==> config.mk <==
export PLATFORM = sky130hd
export DESIGN_NAME = i2c_arbiter_flat
export DESIGN_NICKNAME = d
export VERILOG_FILES = /design/src/rtl/i2c_arbiter_if.sv /design/src/rtl/i2c_arbiter.sv /design/src/flat_wrapper.sv
export SDC_FILE = /design/constraint.sdc
export NUM_CORES = 1
export LEC_CHECK = 0
export BUFFER_PORTS_ARGS = -buffer_cell sky130_fd_sc_hd__buf_2
export CAP_MARGIN = 10
export CORE_UTILIZATION = 48
export CTS_CLUSTER_SIZE = 12
export DETAILED_ROUTE_END_ITERATION = 7
export PLACE_DENSITY_LB_ADDON = 0.2
export SETUP_SLACK_MARGIN = 0.05
export SYNTH_ARGS = -nofsm -noshare
export SYNTH_HDL_FRONTEND = slang
export SYNTH_SLANG_ARGS = --single-unit
==> constraint.sdc <==
create_clock -name clk -period 2.9 [get_ports clk]
set_input_delay 0.435 -clock clk [delete_from_list [all_inputs] [get_ports clk]]
set_output_delay 0.435 -clock clk [all_outputs]
set_load 0.03 [all_outputs]
==> src/rtl/i2c_arbiter_if.sv <==
// Requester, master-side and grant/status signals of the two-requester I2C bus arbiter.
// The slave modport is the arbiter's view; the master modport is the surrounding system's view.
interface i2c_arbiter_if;
  logic       req_disp;
  logic [6:0] disp_addr;
  logic [7:0] disp_data;
  logic       req_conv;
  logic [6:0] conv_addr;
  logic [7:0] conv_data;
  logic       master_done;
  logic       master_ack_err;
  logic       master_start;
  logic [6:0] master_addr;
  logic [7:0] master_data;
  logic       gnt_disp;
  logic       gnt_conv;
  logic       done_disp;
  logic       done_conv;
  logic       err_disp;
  logic       err_conv;

  modport slave (
    input  req_disp, disp_addr, disp_data,
    input  req_conv, conv_addr, conv_data,
    input  master_done, master_ack_err,
    output master_start, master_addr, master_data,
    output gnt_disp, gnt_conv, done_disp, done_conv, err_disp, err_conv
  );

  modport master (
    output req_disp, disp_addr, disp_data,
    output req_conv, conv_addr, conv_data,
    output master_done, master_ack_err,
    input  master_start, master_addr, master_data,
    input  gnt_disp, gnt_conv, done_disp, done_conv, err_disp, err_conv
  );
endinterface

==> src/rtl/i2c_arbiter.sv <==
// Round-robin arbiter sharing one I2C master between a display and a converter requester.
// Define ARB_TIMEOUT_EN to add a WAIT-state watchdog of TIMEOUT_CYCLES clocks.
module i2c_arbiter #(
  parameter int TIMEOUT_CYCLES = 50000
) (
  input  logic          clk,
  input  logic          btn_reset,
  i2c_arbiter_if.slave  bus
);

  typedef enum logic [1:0] {IDLE, START, WAIT, RELEASE} state_t;

  state_t state;
  logic   last_conv;
  logic   err_latched;
  logic   done_disp_q;
  logic   done_conv_q;
  logic   pick_disp;

`ifdef ARB_TIMEOUT_EN
  localparam int CW = (TIMEOUT_CYCLES > 2) ? $clog2(TIMEOUT_CYCLES) : 1;
  logic [CW-1:0] wd_cnt;
`endif

  // Display wins when alone, or on a tie when the converter held the bus last.
  assign pick_disp = bus.req_disp && (!bus.req_conv || last_conv);

  assign bus.done_disp = done_disp_q;
  assign bus.done_conv = done_conv_q;
  assign bus.err_disp  = done_disp_q & err_latched;
  assign bus.err_conv  = done_conv_q & err_latched;

  always_ff @(posedge clk or negedge btn_reset) begin
    if (!btn_reset) begin
      state            <= IDLE;
      last_conv        <= 1'b1;
      err_latched      <= 1'b0;
      done_disp_q      <= 1'b0;
      done_conv_q      <= 1'b0;
      bus.master_start <= 1'b0;
      bus.master_addr  <= '0;
      bus.master_data  <= '0;
      bus.gnt_disp     <= 1'b0;
      bus.gnt_conv     <= 1'b0;
`ifdef ARB_TIMEOUT_EN
      wd_cnt           <= '0;
`endif
    end else begin
      bus.master_start <= 1'b0;
      done_disp_q      <= 1'b0;
      done_conv_q      <= 1'b0;
      case (state)
        IDLE: begin
          if (bus.req_disp || bus.req_conv) begin
            state            <= START;
            bus.master_start <= 1'b1;
            bus.gnt_disp     <= pick_disp;
            bus.gnt_conv     <= !pick_disp;
            last_conv        <= !pick_disp;
            bus.master_addr  <= pick_disp ? bus.disp_addr : bus.conv_addr;
            bus.master_data  <= pick_disp ? bus.disp_data : bus.conv_data;
          end
        end
        START: begin
          state <= WAIT;
`ifdef ARB_TIMEOUT_EN
          wd_cnt <= '0;
`endif
        end
        // A real completion beats a watchdog expiry landing in the same cycle.
        WAIT: begin
          if (bus.master_done) begin
            state        <= RELEASE;
            err_latched  <= bus.master_ack_err;
            done_disp_q  <= bus.gnt_disp;
            done_conv_q  <= bus.gnt_conv;
            bus.gnt_disp <= 1'b0;
            bus.gnt_conv <= 1'b0;
          end
`ifdef ARB_TIMEOUT_EN
          else if (wd_cnt == CW'(TIMEOUT_CYCLES - 1)) begin
            state        <= RELEASE;
            err_latched  <= 1'b1;
            done_disp_q  <= bus.gnt_disp;
            done_conv_q  <= bus.gnt_conv;
            bus.gnt_disp <= 1'b0;
            bus.gnt_conv <= 1'b0;
          end else begin
            wd_cnt <= wd_cnt + 1'b1;
          end
`endif
        end
        RELEASE: state <= IDLE;
        default: state <= IDLE;
      endcase
    end
  end

endmodule

==> src/flat_wrapper.sv <==
// flat-port wrapper written by rule: the top's interface ports become plain ports
module i2c_arbiter_flat 
#(
  parameter int TIMEOUT_CYCLES = 50000
)
  (clk, btn_reset, bus_req_disp, bus_disp_addr, bus_disp_data, bus_req_conv, bus_conv_addr, bus_conv_data, bus_master_done, bus_master_ack_err, bus_master_start, bus_master_addr, bus_master_data, bus_gnt_disp, bus_gnt_conv, bus_done_disp, bus_done_conv, bus_err_disp, bus_err_conv);
  i2c_arbiter_if bus_i ();
  input  logic clk;
  input  logic btn_reset;
  input wire logic [$bits(bus_i.req_disp)-1:0] bus_req_disp;
  input wire logic [$bits(bus_i.disp_addr)-1:0] bus_disp_addr;
  input wire logic [$bits(bus_i.disp_data)-1:0] bus_disp_data;
  input wire logic [$bits(bus_i.req_conv)-1:0] bus_req_conv;
  input wire logic [$bits(bus_i.conv_addr)-1:0] bus_conv_addr;
  input wire logic [$bits(bus_i.conv_data)-1:0] bus_conv_data;
  input wire logic [$bits(bus_i.master_done)-1:0] bus_master_done;
  input wire logic [$bits(bus_i.master_ack_err)-1:0] bus_master_ack_err;
  output wire logic [$bits(bus_i.master_start)-1:0] bus_master_start;
  output wire logic [$bits(bus_i.master_addr)-1:0] bus_master_addr;
  output wire logic [$bits(bus_i.master_data)-1:0] bus_master_data;
  output wire logic [$bits(bus_i.gnt_disp)-1:0] bus_gnt_disp;
  output wire logic [$bits(bus_i.gnt_conv)-1:0] bus_gnt_conv;
  output wire logic [$bits(bus_i.done_disp)-1:0] bus_done_disp;
  output wire logic [$bits(bus_i.done_conv)-1:0] bus_done_conv;
  output wire logic [$bits(bus_i.err_disp)-1:0] bus_err_disp;
  output wire logic [$bits(bus_i.err_conv)-1:0] bus_err_conv;
  assign bus_i.req_disp = bus_req_disp;
  assign bus_i.disp_addr = bus_disp_addr;
  assign bus_i.disp_data = bus_disp_data;
  assign bus_i.req_conv = bus_req_conv;
  assign bus_i.conv_addr = bus_conv_addr;
  assign bus_i.conv_data = bus_conv_data;
  assign bus_i.master_done = bus_master_done;
  assign bus_i.master_ack_err = bus_master_ack_err;
  assign bus_master_start = bus_i.master_start;
  assign bus_master_addr = bus_i.master_addr;
  assign bus_master_data = bus_i.master_data;
  assign bus_gnt_disp = bus_i.gnt_disp;
  assign bus_gnt_conv = bus_i.gnt_conv;
  assign bus_done_disp = bus_i.done_disp;
  assign bus_done_conv = bus_i.done_conv;
  assign bus_err_disp = bus_i.err_disp;
  assign bus_err_conv = bus_i.err_conv;
  i2c_arbiter #(.TIMEOUT_CYCLES(TIMEOUT_CYCLES)) u_core (.clk(clk), .btn_reset(btn_reset), .bus(bus_i));
endmodule
==> results of run 1 <==
==> per-layer routing <==
layer | GRT usage [%] | vias to the layer above | part of all wire, %
li1 | - | 556 | -
met1 | 33.02 | 544 | 45
met2 | 35.90 | 52 | 47
met3 | 2.632 | 4 | 7.1
met4 | 9.459 | 0 | 1.3
met5 | 0 | - | 0
==> state kept, by name, summed over array words and instances, names as in the netlist <==
signal / flops
u_core.bus.master_data: 8
u_core.bus.master_addr: 7
u_core.state: 2
u_core.bus.done_conv: 1
u_core.bus.done_disp: 1
u_core.bus.gnt_conv: 1
u_core.bus.gnt_disp: 1
u_core.bus.master_start: 1
u_core.err_latched: 1
u_core.last_conv: 1
==> worst paths after layout <==
check                              startpoint                        end  slack, ns  cells after the start
max reg2reg                   u_core.state[0]  u_core.bus.master_addr[2]       1.19                      6
max                           u_core.state[0]  u_core.bus.master_addr[2]       1.19                      6
min in group clk           bus_master_ack_err         u_core.err_latched       0.32                      2
min reg2reg                u_core.err_latched         u_core.err_latched       0.52                      1
max in group asynchronous           btn_reset           u_core.last_conv       2.47                      1
min                                 btn_reset         u_core.err_latched       0.07                      1
==> logic make-up after synthesis <==
| group | after synthesis | synth area share (%) |
|---|---|---|
| fa+ha+maj | 4 | 4.176 |
| mux | 4 | 3.653 |
| compound gates | 53 | 25.26 |
| buf+inv | 14 | 6.158 |
| flops | 24 | 50.21 |
| simple gates | 27 | 10.54 |
==> stage by stage <==
| step | power (mW) | utilization (%) | instance area (um^2) |
|---|---|---|---|
| 3_3_place_gp | 1.467 | 64.32 | 1464 |
| 2_1_floorplan | 1.266 | - | 1199 |
| 3_5_place_dp | 1.502 | 64.32 | 1464 |
| 4_1_cts | 1.681 | 65.92 | 1500 |
| 5_1_grt | 1.795 | 65.92 | 1500 |
| 6_report | 1.670 | 65.92 | 1500 |
==> power breakdown <==
| part | internal (mW) | switching [mW] |
|---|---|---|
| combinational | 0.298 | 0.612 |
| clock | 0.0768 | 0.0994 |
| sequential | 0.498 | 0.0859 |
| total | 0.873 | 0.797 |
==> layout make-up <==
class | count | area [um^2] | area share, %
Clock buffer | 4 | 36.28 | 2.419
Inverter | 5 | 18.77 | 1.251
Multi-Input combinational cell | 88 | 523.0 | 34.86
Sequential cell | 24 | 601.8 | 40.12
Tap cell | 28 | 35.03 | 2.335
Timing Repair Buffer | 57 | 285.3 | 19.02
==> cells in the mapped netlist <==
cell | instances | share of area (%)
a21oi_2 | 1 | 0.73
mux2i_1 | 1 | 0.84
a31oi_1 | 17 | 8.9
nor2_1 | 17 | 5.3
nor2b_1 | 2 | 1.0
a21oi_1 | 17 | 7.1
o21ai_1 | 14 | 5.8
and2_1 | 2 | 1.0
o22ai_1 | 1 | 0.52
inv_1 | 3 | 0.94
and3_1 | 2 | 1.0
buf_4 | 2 | 1.3
nand2_1 | 1 | 0.31
nor2_2 | 1 | 0.52
clkbuf_1 | 1 | 0.31
dfrtp_1 | 23 | 48
and2b_2 | 1 | 0.73
buf_2 | 5 | 2.1
o21ai_0 | 1 | 0.42
buf_6 | 1 | 0.94
nand2b_1 | 1 | 0.52
dfstp_2 | 1 | 2.2
o21ai_2 | 1 | 0.73
ha_1 | 4 | 4.2
mux2_1 | 3 | 2.8
a211oi_2 | 1 | 1.0
inv_2 | 2 | 0.63
==> impl_metrics.yaml, run 1 <==
cts:
  clk_pin_slew_ns: 0.13
  cts_tree: "built"
  cts_hold_buf: 0
  cts.path.max_buffers: 2
  cts_max_level: 1
  root_buffer: "clkbuf_4"
  postCtsSetupBuffers: 0
  clock_latency_ns: 0.32
  cts_resized: 0
  cts_made_buffers: 3
  cts_sinks: 24
synthesis:
  ys_seq_area_share_pct: 50.21
  postSynthAreaPerCell_um2: 9.513
  syn_area_um2: 1199
  synth_nets: 166
  yosysWarnings: 0
  syn_inst: 126
  synth.distinct_cells: 27
  ys_ff_latch: 24
power:
  p_leak_nw: 0.7419
  max-vdd-ir-drop_uv: 626.5
  p_per_area_nw_per_um2: 1113
worst_setup_path:
  crit_type: "register to register"
  cp.required_ns: 3.15
  cp_top_family: "buffers and inverters"
  cp_slowest_stage_delay_ns: 0.38
  cp_slowest_cell: "dfrtp_1"
  path_cells: "inv_1 -> ha_1 -> o21ai_2 -> inv_2 -> nor2_1 -> a21oi_1"
  arrival_ns: 1.96
  path_max_fanout: 16
  crit_path_end_kind: "register"
  cp-start-kind: "register"
  critPathBufInv: 2
drt:
  drtAntennaViolNets: 0
  routedWlPerCell_um: 14.13
  drc: 0
  wl_um: 2910
  drtIter0Drc: 24
  dr.pass1.iters: 4
  routed_via_density: 5.612
  dr_total_vias: 1156
sta:
  setup_tns_ns: 0
  worst_pin_slew_ns: 0.6101
  drv_slew: 0
  hold_viol: 0
  slew_headroom_pct: 59.32
  rsz0062_at_grt: "false"
  period_share_pct: 59.12
  hold_slack_ns: 0.07121
  period_needed_ns: 1.714
  setup_viol_count_final: 0
  skew_ns: 0.003971
  fmax_mhz: 583.3
  setup_slack_ns: 1.186
floorplan:
  std_cell_rows: 17
  die_area_um2: 2701
  die_w_um: 51.97
  core_area_um2: 2276
  die_y_um: 51.97
  initial_core_util_pct: 52.67
  io_pins: 58
min_path:
  holdCritPathClass: "input port to async pin"
grt:
  overflow: 0
  grt_first_pass_wirelength_um: 4547
  grt_antenna_before_repair: 0
  grt_pass1_vias: 997
  grt_usage_pct: 23.24
  grt_start_max_net_pins: 25
final_layout:
  final_common_cell: "buf_2"
  instances_no_fill: 206
  final_net_count: 219
  layout_common_cells: "buf_2 (57), dfrtp_1 (23), a31oi_1 (17), nor2_1 (17), a21oi_1 (17)"
  layout-drive-gt1-share_pct: 38.76
  antenna_cells: 0
  fillers: 195
  syn_to_final_growth_pct: 25.16
place:
  dp.cells: 202
  gp_congestion: 0.8517
  port_buffers: 57
  dpl.hpwl_um: 2144
  pre_cts_slack_ns: 1.080
run:
  cap_violations: 0
status:
  status: "finished clean"
(Power assumes the default switching activity.)
==> run 2: changes to the inputs <==
- CORE_UTILIZATION: 48 -> 41
- clock period: 2.9 -> 1.5 ns (I/O delays scaled with it)
==> run 2 against run 1 <==
Core utilization is 7.4 points lower. Worst hold slack better by 0.047 ns. Worst setup slack worse by 1.1 ns. Wire length is 7.7% higher. Global-route usage is 2.5 points lower. Sequential share of layout area is 2.7 points lower. Non-clock buffer count is 11 higher.
==> impl_metrics.yaml, run 2 (synthesis results as in run 1) <==
status:
  status: "finished clean"
power:
  p_leak_nw: 0.7837
  p_sw_share_pct: 47.15
  power_frac_comb_pct: 58.3
  power_mw: 3.452
  p_per_area_nw_per_um2: 2140
  power.net_switching_mw: 1.627
  pwr-share-seq_pct: 32.9
  p_int_mw: 1.824
  max-vdd-ir-drop_uv: 1257
  p_clk_share_pct: 8.8
sta:
  rsz0062_at_grt: "true"
  drv_slew: 0
  setup_tns_ns: 0
  setup_viol_count_final: 0
  slew_headroom_pct: 63.90
  skew_ns: 0.001841
  worst_pin_slew_ns: 0.5415
  fmax_mhz: 712.1
  hold_viol: 0
  period_share_pct: 93.62
  period_needed_ns: 1.404
  setup_slack_ns: 0.09565
floorplan:
  die_w_um: 56.07
  die_y_um: 56.07
  initial_core_util_pct: 43.47
  core_area_um2: 2758
  std_cell_rows: 19
  io_pins: 58
  die_area_um2: 3144
min_path:
  min_path_cells: 2
  holdCritPathClass: "input port to register"
final_layout:
  layout-drive-gt1-share_pct: 44.97
  fillers: 259
  final_common_cell: "buf_2"
  largest_register_ff_count: 8
  syn_to_final_growth_pct: 34.55
  final_net_count: 230
  antenna_cells: 0
  biggestRegsByFlops: "u_core.bus.master_data: 8 flops, u_core.bus.master_addr: 7 flops, u_core.state: 2 flops"
  regMostFlops: "u_core.bus.master_data"
  post-route-cell-area_um2: 1613
  layout_common_cells: "buf_2 (57), dfrtp_1 (22), a31oi_1 (17), a21oi_1 (17), nor2_1 (16)"
grt:
  grt_first_pass_wirelength_um: 5195
  grt_start_max_net_pins: 25
  overflow: 0
  grt_pass1_vias: 1224
  grt_usage_pct: 20.76
  grt_antenna_before_repair: 0
cts:
  clk_pin_slew_ns: 0.13
  cts_sinks: 24
  cts_tree: "built"
  root_buffer: "clkbuf_4"
  cts.path.max_buffers: 2
  cts_made_buffers: 3
  cts_max_level: 1
  clock_latency_ns: 0.31
drt:
  dr.pass1.iters: 4
  routed_via_density: 5.418
  wl_met2_um: 1569
  drc: 0
  dr_wl_met3_um: 195
  wl_met1_um: 1351
  dr_total_vias: 1192
  drtAntennaViolNets: 0
  drtIter0Drc: 64
  routedWlPerCell_um: 14.24
  wl_um: 3133
  maxUsedRoutingLayer: "met4"
worst_setup_path:
  rrSetupSlack_ns: 0.1
  arrival_ns: 1.62
  worstSetupEndpoint: "u_core.state[1]"
  cp-start-kind: "register"
  reg2reg_to: "u_core.state[1]"
  crit_type: "register to register"
  r2r-start: "u_core.state[1]"
  r2r_cells: 4
  crit_path_end_kind: "register"
  cp.required_ns: 1.71
  path_max_fanout: 4
  cp-startpoint: "u_core.state[1]"
place:
  dpl.hpwl_um: 2267
  gp_congestion: 0.8449
  pre_cts_slack_ns: 0.02482
  port_buffers: 57
  placed_cell_area_um2: 1528
run:
  cap_violations: 0
run 2: critical path: stages (launching register included):
cell and delay, ns:
dfrtp_2 0.46, ha_4 0.18, nor2b_2 0.16, a21oi_2 0.16
mux2_1 0.34
run 2: worst min path at each step:
stage | to | startpoint | slack (ns)
6_report | u_core.err_latched | bus_master_ack_err | 0.12
3_3_place_gp | u_core.bus.done_conv | btn_reset | 0.25
2_1_floorplan | u_core.bus.done_conv | btn_reset | -0.07
4_1_cts | u_core.err_latched | bus_master_ack_err | 0.11
3_5_place_dp | u_core.bus.done_conv | btn_reset | 0.25
5_1_grt | u_core.err_latched | bus_master_ack_err | 0.10
run 2: area by class of cell:
class | instances | area [um^2] | share of cell area [%]
Sequential cell | 24 | 603.1 | 37.39
Clock buffer | 4 | 26.28 | 1.629
Inverter | 5 | 21.27 | 1.319
Timing Repair Buffer | 68 | 370.4 | 22.96
Multi-Input combinational cell | 88 | 553.0 | 34.29
Tap cell | 31 | 38.79 | 2.405
run 2: through the flow:
step                hold slack [ns]  cells  util (%)
floorplan                  -0.07059    126         -
CTS                          0.1095    219     57.17
global route                 0.1001    220     58.48
finish                       0.1185    220     58.48
detailed placement           0.2467    213     55.40
global placement             0.2467    213     55.40
run 2: power by group through the flow:
stage	sequential, mW	clock, mW	combinational [mW]
after floorplan	1.62	0	0.832
final	1.14	0.302	2.01
after CTS	1.12	0.313	1.92
after detailed placement	1.13	0	1.89
after global placement	1.13	0	1.83
after global routing	1.17	0.344	2.17
run 2: metal layers:
metal,global-route usage [%],vias up
li1,-,576
met2,36.39,49
met4,6.272,0
met1,25.79,565
met3,3.953,2
met5,0,-
run 2: timing repair:
action                     4_1_cts  5_1_grt
gates resized for setup          2        8
hold endpoints to repair        23        0
pin swaps                        0        2
gates cloned                     0        0
setup endpoints to repair       17       19
buffers inserted                 1        1
hold buffers                     1        0
==> run 3: changes to the inputs <==
- CORE_UTILIZATION: 41 -> 48
- GPL_TIMING_DRIVEN: default -> 0
- clock period: 1.5 -> 1.8 ns (I/O delays scaled with it)
==> run 3 against run 2 <==
Clock skew rose by 0.0092 ns. Worst hold slack improved by 0.050 ns. Sequential share of layout area rose by 1.4 points. Critical path type unchanged. Global-route usage rose by 1.4 points. Count of clock-buffer cells in the layout stayed put. Largest cell class unchanged. Non-clock buffer count is 2 lower. Sequential cell count unchanged.
==> impl_metrics.yaml, run 3 (synthesis results as in run 1) <==
final_layout:
  antenna_cells: 0
  largest_register_ff_count: 8
  biggestRegsByFlops: "u_core.bus.master_data: 8 flops, u_core.bus.master_addr: 7 flops, u_core.state: 2 flops"
  final_net_count: 228
  regMostFlops: "u_core.bus.master_data"
  layout-drive-gt1-share_pct: 40.11
  final_common_cell: "buf_2"
  syn_to_final_growth_pct: 29.33
  layout_common_cells: "buf_2 (61), dfrtp_1 (23), a31oi_1 (17), nor2_1 (17), a21oi_1 (17)"
sta:
  period_needed_ns: 1.549
  slew_headroom_pct: 65.45
  setup_slack_ns: 0.2511
  setup_tns_ns: 0
  hold_viol: 0
  worst_pin_slew_ns: 0.5183
  fmax_mhz: 645.6
  drv_slew: 0
  hold_slack_ns: 0.1685
  skew_ns: 0.01104
  period_share_pct: 86.05
  rsz0062_at_grt: "false"
  setup_viol_count_final: 0
grt:
  grt_start_max_net_pins: 25
  grt_usage_pct: 22.17
  grt_first_pass_wirelength_um: 4326
  grt_antenna_before_repair: 0
  grt_pass1_vias: 1014
  overflow: 0
worst_setup_path:
  path_depth: 7
  cp_slowest_stage_delay_ns: 0.40
  r2r_cells: 7
  cp-start-kind: "register"
  cp.required_ns: 2.03
  crit_path_end_kind: "register"
  path_max_fanout: 10
  crit_type: "register to register"
  cp_slowest_cell: "dfrtp_1"
  cp_top_family: "buffers and inverters"
  arrival_ns: 1.78
  path_cells: "inv_1 -> ha_1 -> buf_4 -> o21ai_2 -> buf_2 -> a31oi_1 -> a21oi_1"
  critPathBufInv: 3
floorplan:
  std_cell_rows: 17
  die_area_um2: 2701
  initial_core_util_pct: 52.67
  die_w_um: 51.97
  die_y_um: 51.97
  core_area_um2: 2276
  io_pins: 58
drt:
  routed_via_density: 5.451
  dr_total_vias: 1172
  drc: 0
  dr.pass1.iters: 4
  drtIter0Drc: 32
  wl_um: 2961
  drtAntennaViolNets: 0
  routedWlPerCell_um: 13.77
cts:
  cts_made_buffers: 3
  cts_sinks: 24
  cts_tree: "built"
  root_buffer: "clkbuf_4"
  clock_latency_ns: 0.31
  clk_pin_slew_ns: 0.13
  cts_max_level: 1
  cts_resized: 0
  cts.path.max_buffers: 2
status:
  status: "finished clean"
min_path:
  holdCritPathClass: "input port to register"
  min_path_cells: 2
power:
  p_leak_nw: 0.7705
  power_frac_comb_pct: 56.5
  pwr-share-seq_pct: 34.5
  max-vdd-ir-drop_uv: 1151
  p_int_mw: 1.403
  p_per_area_nw_per_um2: 1733
  p_sw_share_pct: 47.76
  p_clk_share_pct: 9.0
  power.net_switching_mw: 1.283
run:
  cap_violations: 0
place:
  dpl.hpwl_um: 2220
  gp_congestion: 0.8244
  pre_cts_slack_ns: 0.2267
  port_buffers: 57
==> run 3: final timing paths <==
check	startpoint	to	slack [ns]
min reg2reg	u_core.bus.gnt_conv	u_core.bus.gnt_conv	0.52
max	u_core.state[1]	u_core.bus.master_data[1]	0.25
max reg2reg	u_core.state[1]	u_core.bus.master_data[1]	0.25
min in group asynchronous	btn_reset	u_core.bus.master_data[3]	0.44
min	bus_master_ack_err	u_core.err_latched	0.17
max in group asynchronous	btn_reset	u_core.last_conv	0.99
==> run 3: timing repair <==
action,in CTS,in global routing
setup endpoints to repair,0,1
endpoints found under the hold margin,23,0
hold buffers,1,0
setup buffers,0,0
==> run 3: metal layers <==
| layer | GRT usage, % | wire length [um] | vias to the layer above |
|---|---|---|---|
| met5 | 0 | 0 | - |
| li1 | - | - | 570 |
| met2 | 41.24 | 1507 | 53 |
| met1 | 25.43 | 1260 | 544 |
| met3 | 2.924 | 151 | 5 |
| met4 | 8.108 | 42 | 0 |
==> run 3: through the flow <==
step	instances	power [mW]	util, %	area (um^2)
5_1_grt	215	2.873	68.11	1550
3_5_place_dp	211	2.477	66.74	1519
4_1_cts	216	2.718	68.33	1555
3_3_place_gp	211	2.407	66.74	1519
6_report	215	2.686	68.11	1550
2_1_floorplan	126	2.040	-	1199
==> run 3: final cells by class <==
class | count | area [um^2]
multi-input cells | 88 | 523.0
fillers | 190 | 725.7
flip-flops and latches | 24 | 601.8
inverters | 5 | 18.77
plain buffers | 8 | 50.05
repair buffers | 58 | 295.3
well taps | 28 | 35.03
clock buffers | 4 | 26.28
==> run 3: power groups by stage <==
stage                     Clock (mW)  Combinational (mW)  Sequential [mW]
after floorplan                    0               0.693             1.35
after global placement             0                1.48            0.926
after detailed placement           0                1.54            0.941
after CTS                      0.250                1.54            0.927
after global routing           0.268                1.65            0.956
final                          0.241                1.52            0.927
